[config.mk]
export PLATFORM = sky130hd
export DESIGN_NAME = gray2bin_sync_decoder
export DESIGN_NICKNAME = d
export VERILOG_FILES = /design/src/rtl/gray2bin_sync_decoder.sv
export SDC_FILE = /design/constraint.sdc
export NUM_CORES = 1
export LEC_CHECK = 0
export ABC_AREA = 1
export CORE_MARGIN = 2
export CORE_UTILIZATION = 50
export DETAILED_ROUTE_END_ITERATION = 8
export PLACE_DENSITY = 0.74
export REMOVE_ABC_BUFFERS = 1
export SLEW_MARGIN = 25
export SYNTH_ARGS = -nofsm -noshare
export SYNTH_HDL_FRONTEND = slang
export SYNTH_SLANG_ARGS = --single-unit
[constraint.sdc]
create_clock -name clk -period 2.3 [get_ports clk]
set_clock_uncertainty 0.1 [all_clocks]
set_input_delay 0.345 -clock clk [delete_from_list [all_inputs] [get_ports clk]]
set_output_delay 0.345 -clock clk [all_outputs]
set_load 0.02 [all_outputs]
[src/rtl/gray2bin_sync_decoder.sv]
// Synchronises a Gray-coded count into clk, decodes it to binary and classifies
// each change as an up step, a down step or an illegal jump (counted, saturating).
module gray2bin_sync_decoder #(
    parameter int WIDTH       = 4,
    parameter int SYNC_STAGES = 2
) (
    input  logic             clk,
    input  logic             rst_n,
    input  logic [WIDTH-1:0] gray_in,
    input  logic             clr_err,
    output logic [WIDTH-1:0] bin_out,
    output logic             bin_valid,
    output logic             dir_up,
    output logic             step_err,
    output logic [7:0]       err_cnt,
    output logic             ready
);

    localparam logic [0:0]       ST_INIT   = 1'b0;
    localparam logic [0:0]       ST_RUN    = 1'b1;
    localparam logic [2:0]       INIT_LAST = 3'(SYNC_STAGES);
    localparam logic [WIDTH-1:0] ONE       = WIDTH'(1);

    logic [SYNC_STAGES-1:0][WIDTH-1:0] sync_q, sync_d;
    logic [WIDTH-1:0] g_s, nb, bin_inc, bin_dec;
    logic [WIDTH-1:0] prev_gray_q, prev_gray_d;
    logic [WIDTH-1:0] bin_out_q, bin_out_d;
    logic [2:0]       init_cnt_q, init_cnt_d;
    logic [0:0]       state_q, state_d;
    logic             bin_valid_q, bin_valid_d;
    logic             dir_up_q, dir_up_d;
    logic             step_err_q, step_err_d;
    logic             ready_q, ready_d;
    logic [7:0]       err_cnt_q, err_cnt_d;

    always_comb begin
        sync_d[0] = gray_in;
        for (int i = 1; i < SYNC_STAGES; i++) begin
            sync_d[i] = sync_q[i-1];
        end
    end

    assign g_s = sync_q[SYNC_STAGES-1];

    // Each binary bit is the XOR of all Gray bits at or above it.
    always_comb begin
        logic acc;
        acc = 1'b0;
        nb  = '0;
        for (int i = WIDTH - 1; i >= 0; i--) begin
            acc   = acc ^ g_s[i];
            nb[i] = acc;
        end
    end

    assign bin_inc = bin_out_q + ONE;
    assign bin_dec = bin_out_q - ONE;

    always_comb begin
        state_d     = state_q;
        init_cnt_d  = init_cnt_q;
        prev_gray_d = prev_gray_q;
        bin_out_d   = bin_out_q;
        dir_up_d    = dir_up_q;
        ready_d     = ready_q;
        bin_valid_d = 1'b0;
        step_err_d  = 1'b0;
        err_cnt_d   = clr_err ? 8'd0 : err_cnt_q;
        case (state_q)
            ST_INIT: begin
                // Wait for the synchroniser to fill before trusting g_s.
                if (init_cnt_q == INIT_LAST) begin
                    prev_gray_d = g_s;
                    bin_out_d   = nb;
                    bin_valid_d = 1'b1;
                    ready_d     = 1'b1;
                    state_d     = ST_RUN;
                end else begin
                    init_cnt_d = init_cnt_q + 3'd1;
                end
            end
            ST_RUN: begin
                if (g_s != prev_gray_q) begin
                    prev_gray_d = g_s;
                    bin_out_d   = nb;
                    bin_valid_d = 1'b1;
                    if (nb == bin_inc) begin
                        dir_up_d = 1'b1;
                    end else if (nb == bin_dec) begin
                        dir_up_d = 1'b0;
                    end else begin
                        step_err_d = 1'b1;
                        if (clr_err) begin
                            err_cnt_d = 8'd1;
                        end else if (err_cnt_q != 8'hFF) begin
                            err_cnt_d = err_cnt_q + 8'd1;
                        end
                    end
                end
            end
            default: state_d = ST_INIT;
        endcase
    end

    always_ff @(posedge clk or negedge rst_n) begin
        if (!rst_n) begin
            sync_q      <= '0;
            state_q     <= ST_INIT;
            init_cnt_q  <= '0;
            prev_gray_q <= '0;
            bin_out_q   <= '0;
            bin_valid_q <= 1'b0;
            dir_up_q    <= 1'b0;
            step_err_q  <= 1'b0;
            ready_q     <= 1'b0;
            err_cnt_q   <= '0;
        end else begin
            sync_q      <= sync_d;
            state_q     <= state_d;
            init_cnt_q  <= init_cnt_d;
            prev_gray_q <= prev_gray_d;
            bin_out_q   <= bin_out_d;
            bin_valid_q <= bin_valid_d;
            dir_up_q    <= dir_up_d;
            step_err_q  <= step_err_d;
            ready_q     <= ready_d;
            err_cnt_q   <= err_cnt_d;
        end
    end

    assign bin_out   = bin_out_q;
    assign bin_valid = bin_valid_q;
    assign dir_up    = dir_up_q;
    assign step_err  = step_err_q;
    assign err_cnt   = err_cnt_q;
    assign ready     = ready_q;

endmodule

# After elaboration in Yosys (flattened, before gate mapping)

Cells that the tools add are included.

Logic and storage cells: 55
Bits in registers: 32
Bits of input ports: 7

Reduce and logical (&&, ||, !) cells: 5
Bitwise logic cells: 5
Add/subtract/negate cells: 4
Eq/ne operators: 7
Muxes and demuxes: 23

Operators by type and width:

| operator                                         | number |
|---|---|
| 2-to-1 mux 8 bit                                 | 7 |
| 2-to-1 mux 4 bit                                 | 4 |
| case mux 4 bit (2 select lines)                  | 2 |
| 2-to-1 mux 1 bit                                 | 9 |
| adder 8 x 1 -> 8 bit, second input constant      | 1 |
| == test 4 bit                                    | 2 |
| != test 8 bit, second input constant             | 1 |
| AND reduction 2 bit                              | 3 |
| adder 4 x 1 -> 4 bit, second input constant      | 1 |
| != test 4 bit                                    | 1 |
| subtractor 4 x 1 -> 4 bit, second input constant | 1 |
| adder 3 x 1 -> 3 bit, second input constant      | 1 |
| == test 3 x 2 -> 1 bit, second input constant    | 1 |
| AND reduction 3 bit                              | 1 |
| XOR 1 bit                                        | 3 |
| != test 2 x 1 -> 1 bit, second input constant    | 1 |
| != test 2 bit, second input constant             | 1 |
| NOT 1 bit                                        | 2 |
| case mux 1 bit (2 select lines)                  | 1 |
| nonzero test 2 bit                               | 1 |

# Longest topological paths before layout

Word-level depth: 8
Depth in mapped cells: 13
Mapped depth without buffers: 13

# Worst setup path before layout

OpenSTA, ideal clock, no wires.

Path type: register -> register
From: reg bin_out_q[0] (netlist: bin_out[0])
To: reg err_cnt_q[3] (netlist: err_cnt[3])
Data required time: 2.126 ns
Slack: 0.438 ns
Cell stages (with the launch flop): 13
Arrival: 1.688 ns
Path buffers: 1
Cells stage by stage: dfrtp_1 -> inv_1 -> ha_1 -> xnor2_1 -> nand2_1 -> nand2_1 -> nand3_1 -> nor2_1 -> nand2_2 -> nand3_4 -> buf_12 -> nand3_2 -> o21ai_2

Cells in the longest elaborated chain, start to end: 6
Elaborated cells between the ends (all ways): 8

Ends and longest elaborated chain:

| element                   | RTL line | source |
|---|---|---|
| start, declared           | 27       | `logic [WIDTH-1:0] bin_out_q, bin_out_d;` |
| start signal, assigned    | 122      | `bin_out_q <= bin_out_d;` |
| subtractor 4 x 1 -> 4 bit | 57       | `assign bin_dec = bin_out_q - ONE;` |
| == test 4 bit             | 89       | `end else if (nb == bin_dec) begin` |
| 2-to-1 mux 8 bit          | 89       |  |
| 2-to-1 mux 8 bit (*)      | 87       | `if (nb == bin_inc) begin` |
| 2-to-1 mux 8 bit (*)      | 83       | `if (g_s != prev_gray_q) begin` |
| 2-to-1 mux 8 bit (*)      | 69       | `case (state_q)` |
| named net err_cnt_d[3]    | 34       | `logic [7:0] err_cnt_q, err_cnt_d;` |
| end signal, assigned      | 127      | `err_cnt_q <= err_cnt_d;` |
| end, declared             | 34       |  |

Mark *: on every way through the listed nets, which the timed path passes. The rest lies on a longest branch.
A chain may end at the register's enable or synchronous reset.

# Final worst setup path

From: reg bin_out_q[0] (netlist: bin_out[0])
To: reg err_cnt_q[7] (netlist: err_cnt[7])

The elaborated chain is that of the path after synthesis.

==> impl_metrics.env <==
export IMPL_status="finished clean"
export IMPL_cp_max_fo=14
export IMPL_hold_violations=0
export IMPL_hp_class="reg -> reg"
export IMPL_cts_setup_buffers=0
export IMPL_powerDensity_nw_per_um2=751
export IMPL_end_kind="flop"
export IMPL_grtUsageTotal=0.171
export IMPL_r2r_cells=12
export IMPL_port_buffers=22
export IMPL_io_pins=23
export IMPL_place_congestion=0.867
export IMPL_cts_root_buf="clkbuf_4"
export IMPL_clk_pin_slew_ns=0.11
export IMPL_cp_arrival_ns=2.11
export IMPL_layout_drive_gt1_share=0.156
export IMPL_use_met1=0.222
export IMPL_r2r_end="err_cnt[7]"
export IMPL_hp_start="sync_d[5]"
export IMPL_clkLatencyLatePin_ns=0.34
export IMPL_ctsLongestPathBuffers=2
export IMPL_yosys_area_share_simple=0.264
export IMPL_finalWirelength_um=2910
export IMPL_yosysTopAreaCell="dfrtp_1"
export IMPL_slew_headroom=0.718
export IMPL_initial_core_util=0.517
export IMPL_grt_pass1_wl_um=5290
export IMPL_core_area_sq_um=3310
export IMPL_clock_sinks=31
export IMPL_ir_drop_mv=0.497
export IMPL_syn_avg_cell_area_sq_um=8.64
export IMPL_syn_to_final_growth_pct=17.8
export IMPL_syn_area_sq_um=1710
export IMPL_clkPwrFrac=0.219
export IMPL_final_common_cell="nand2_1"
export IMPL_drt_iter0_markers=62
export IMPL_muxShareOfSynthArea=0
export IMPL_die_area_sq_um=3900
export IMPL_ant_nets=0
export IMPL_synth_area_leaders="dfrtp_1 (45%), nand2_1 (8.8%), inv_1 (5.9%)"
export IMPL_grt_pass1_vias=1203
export IMPL_htreeDepth=2
export IMPL_wl_per_cell_um=10.7
export IMPL_critPathLaunchType="flop"
export IMPL_maxClockFrequency_mhz=504
export IMPL_synth_compound_area_frac=0.104
export IMPL_grt_antenna_before_repair=0
export IMPL_cts_resized=0
export IMPL_syn_instance_count=198
export IMPL_grt_busiest_layer="met2"
export IMPL_comb_power_share=0.326
export IMPL_worstMarginPinSlew_ns=0.419
export IMPL_grt_overflow=0
export IMPL_drc=0
export IMPL_cts_buffers=5
export IMPL_setup_viol=0
export IMPL_hold_end="g_s[1]"
export IMPL_yosys_area_top_type_share=0.454
export IMPL_layout_cells_non_filler=271
export IMPL_yosysSeqAreaShare=0.454
export IMPL_die_x_um=62.5
export IMPL_p_leak_nw=0.954
export IMPL_required_ns=2.43
export IMPL_synth_cell_types=26
export IMPL_dr_total_vias=1308
export IMPL_tns_ns=0
export IMPL_layout_nets=236
export IMPL_vias_per_cell=4.83
export IMPL_synth_fa_ha_area_frac=0.0366
export IMPL_cts_hold_buf=0
export IMPL_seqPwrFrac=0.455
export IMPL_reg2reg_slack_ns=0.32
export IMPL_row_count=21
export IMPL_fillCellCount=311
export IMPL_hpwl_um=2200
export IMPL_grtUsageMet3=0.0541
export IMPL_synth_xor_area_frac=0.0461
export IMPL_final_cell_mix="nand2_1 (40), dfrtp_1 (31), inv_1 (27), clkdlybuf4s50_1 (22), nand3_1 (15)"
export IMPL_grt_max_degree=32
export IMPL_r2r_start="bin_out[0]"
export IMPL_p_total_mw=1.51
export IMPL_hold_path_depth=0
export IMPL_drt_pass1_iter_count=4
export IMPL_drv_cap=0
export IMPL_maxSlewViolCount=0
export IMPL_dp_cells=263
export IMPL_final_min_clock_period_ns=1.98
export IMPL_cts_tree="yes"
export IMPL_antenna_cells=0
export IMPL_intPower_uw=945
export IMPL_use_met2=0.267
export IMPL_p_sw_uw=567
export IMPL_ys_ff_latch=31
export IMPL_crit_type="reg -> reg"
export IMPL_die_y_um=62.5
export IMPL_yosys_warnings=0
export IMPL_finalCritPeriodShare=0.862
export IMPL_swShare=0.375
export IMPL_synth_top_family_by_area="simple AND/OR/NAND/NOR gates"
export IMPL_rsz0062_at_grt="no"
==> worst max path at each step <==
stage	start	endpoint	slack, ns	depth (start not counted)
finish	bin_out[0]	err_cnt[7]	0.32	12
floorplan	bin_out[0]	err_cnt[7]	0.39	12
CTS	bin_out[0]	err_cnt[7]	0.29	12
global route	bin_out[0]	err_cnt[7]	0.12	12
global placement	bin_out[0]	err_cnt[7]	0.46	11
detailed placement	bin_out[0]	err_cnt[7]	0.33	12
==> power by group through the flow <==
| stage | clock (mW) | sequential [mW] | combinational (mW) |
|---|---|---|---|
| floorplan | 0 | 0.755 | 0.249 |
| global placement | 0 | 0.697 | 0.487 |
| detailed placement | 0 | 0.699 | 0.496 |
| CTS | 0.346 | 0.689 | 0.497 |
| global route | 0.373 | 0.703 | 0.546 |
| finish | 0.331 | 0.688 | 0.492 |
==> layer usage <==
layer,wire [um],share of wire
met1,1380,0.47
met3,133,0.046
met4,42,0.014
met2,1360,0.47
met5,0,0
==> flip-flops by register name (all words and copies together) (netlist names), 3 cells and up <==
| signal | cells |
|---|---|
| g_s | 4 |
| prev_gray_q | 4 |
| sync_d | 4 |
| init_cnt_q | 3 |
| bin_out | 3 |
| err_cnt | 8 |
==> logic make-up after synthesis <==
kind of cell	Yosys count
simple gates	91
buf+inv	35
flops	31
compound gates	27
xor+xnor	9
fa+ha+maj	5
==> worst max-delay path, stage by stage (launching register included) <==
cell and delay [ns]:
dfrtp_1 0.46, inv_1 0.10, ha_1 0.24, xnor2_1 0.13
nand2_1 0.06, nand2_1 0.06, nand3_1 0.07, nor2_1 0.12
nand2_2 0.11, nand3_4 0.21, nand2_1 0.08, o21ai_0 0.08
inv_1 0.05
==> metrics by stage <==
step / hold slack, ns / utilization / instance area [sq um] / setup WS (ns)
after floorplan: -0.0506 / - / 1660 / 0.395
after global placement: 0.232 / 0.590 / 1950 / 0.458
after detailed placement: 0.235 / 0.590 / 1950 / 0.333
after CTS: 0.261 / 0.608 / 2010 / 0.287
after global routing: 0.281 / 0.608 / 2010 / 0.116
final: 0.259 / 0.608 / 2010 / 0.317
==> synth_stat cells <==
master,count
nand4_1,4
buf_6,1
xor2_1,7
xnor2_1,2
buf_4,1
ha_1,5
inv_1,27
o21ai_0,5
buf_12,1
buf_2,1
clkbuf_4,1
inv_2,3
nand2_1,40
dfrtp_1,31
a21oi_1,13
nand2_4,1
nand3_4,1
nand3_1,15
nor2_1,14
nor2_2,1
o21ai_2,5
nor3_1,2
o211ai_1,3
nand3_2,6
a31oi_4,1
nand2_2,7
==> area by class of cell <==
cell class / count / area, sq um / area share
Clock buffer: 5 / 37.5 / 0.0186
Clock inverter: 3 / 25.0 / 0.0124
Inverter: 30 / 113 / 0.0559
Multi-Input combinational cell: 132 / 771 / 0.383
Sequential cell: 31 / 776 / 0.385
Tap cell: 46 / 57.6 / 0.0286
Timing Repair Buffer: 24 / 235 / 0.117
Note: power is estimated with default switching activity, not from simulation.
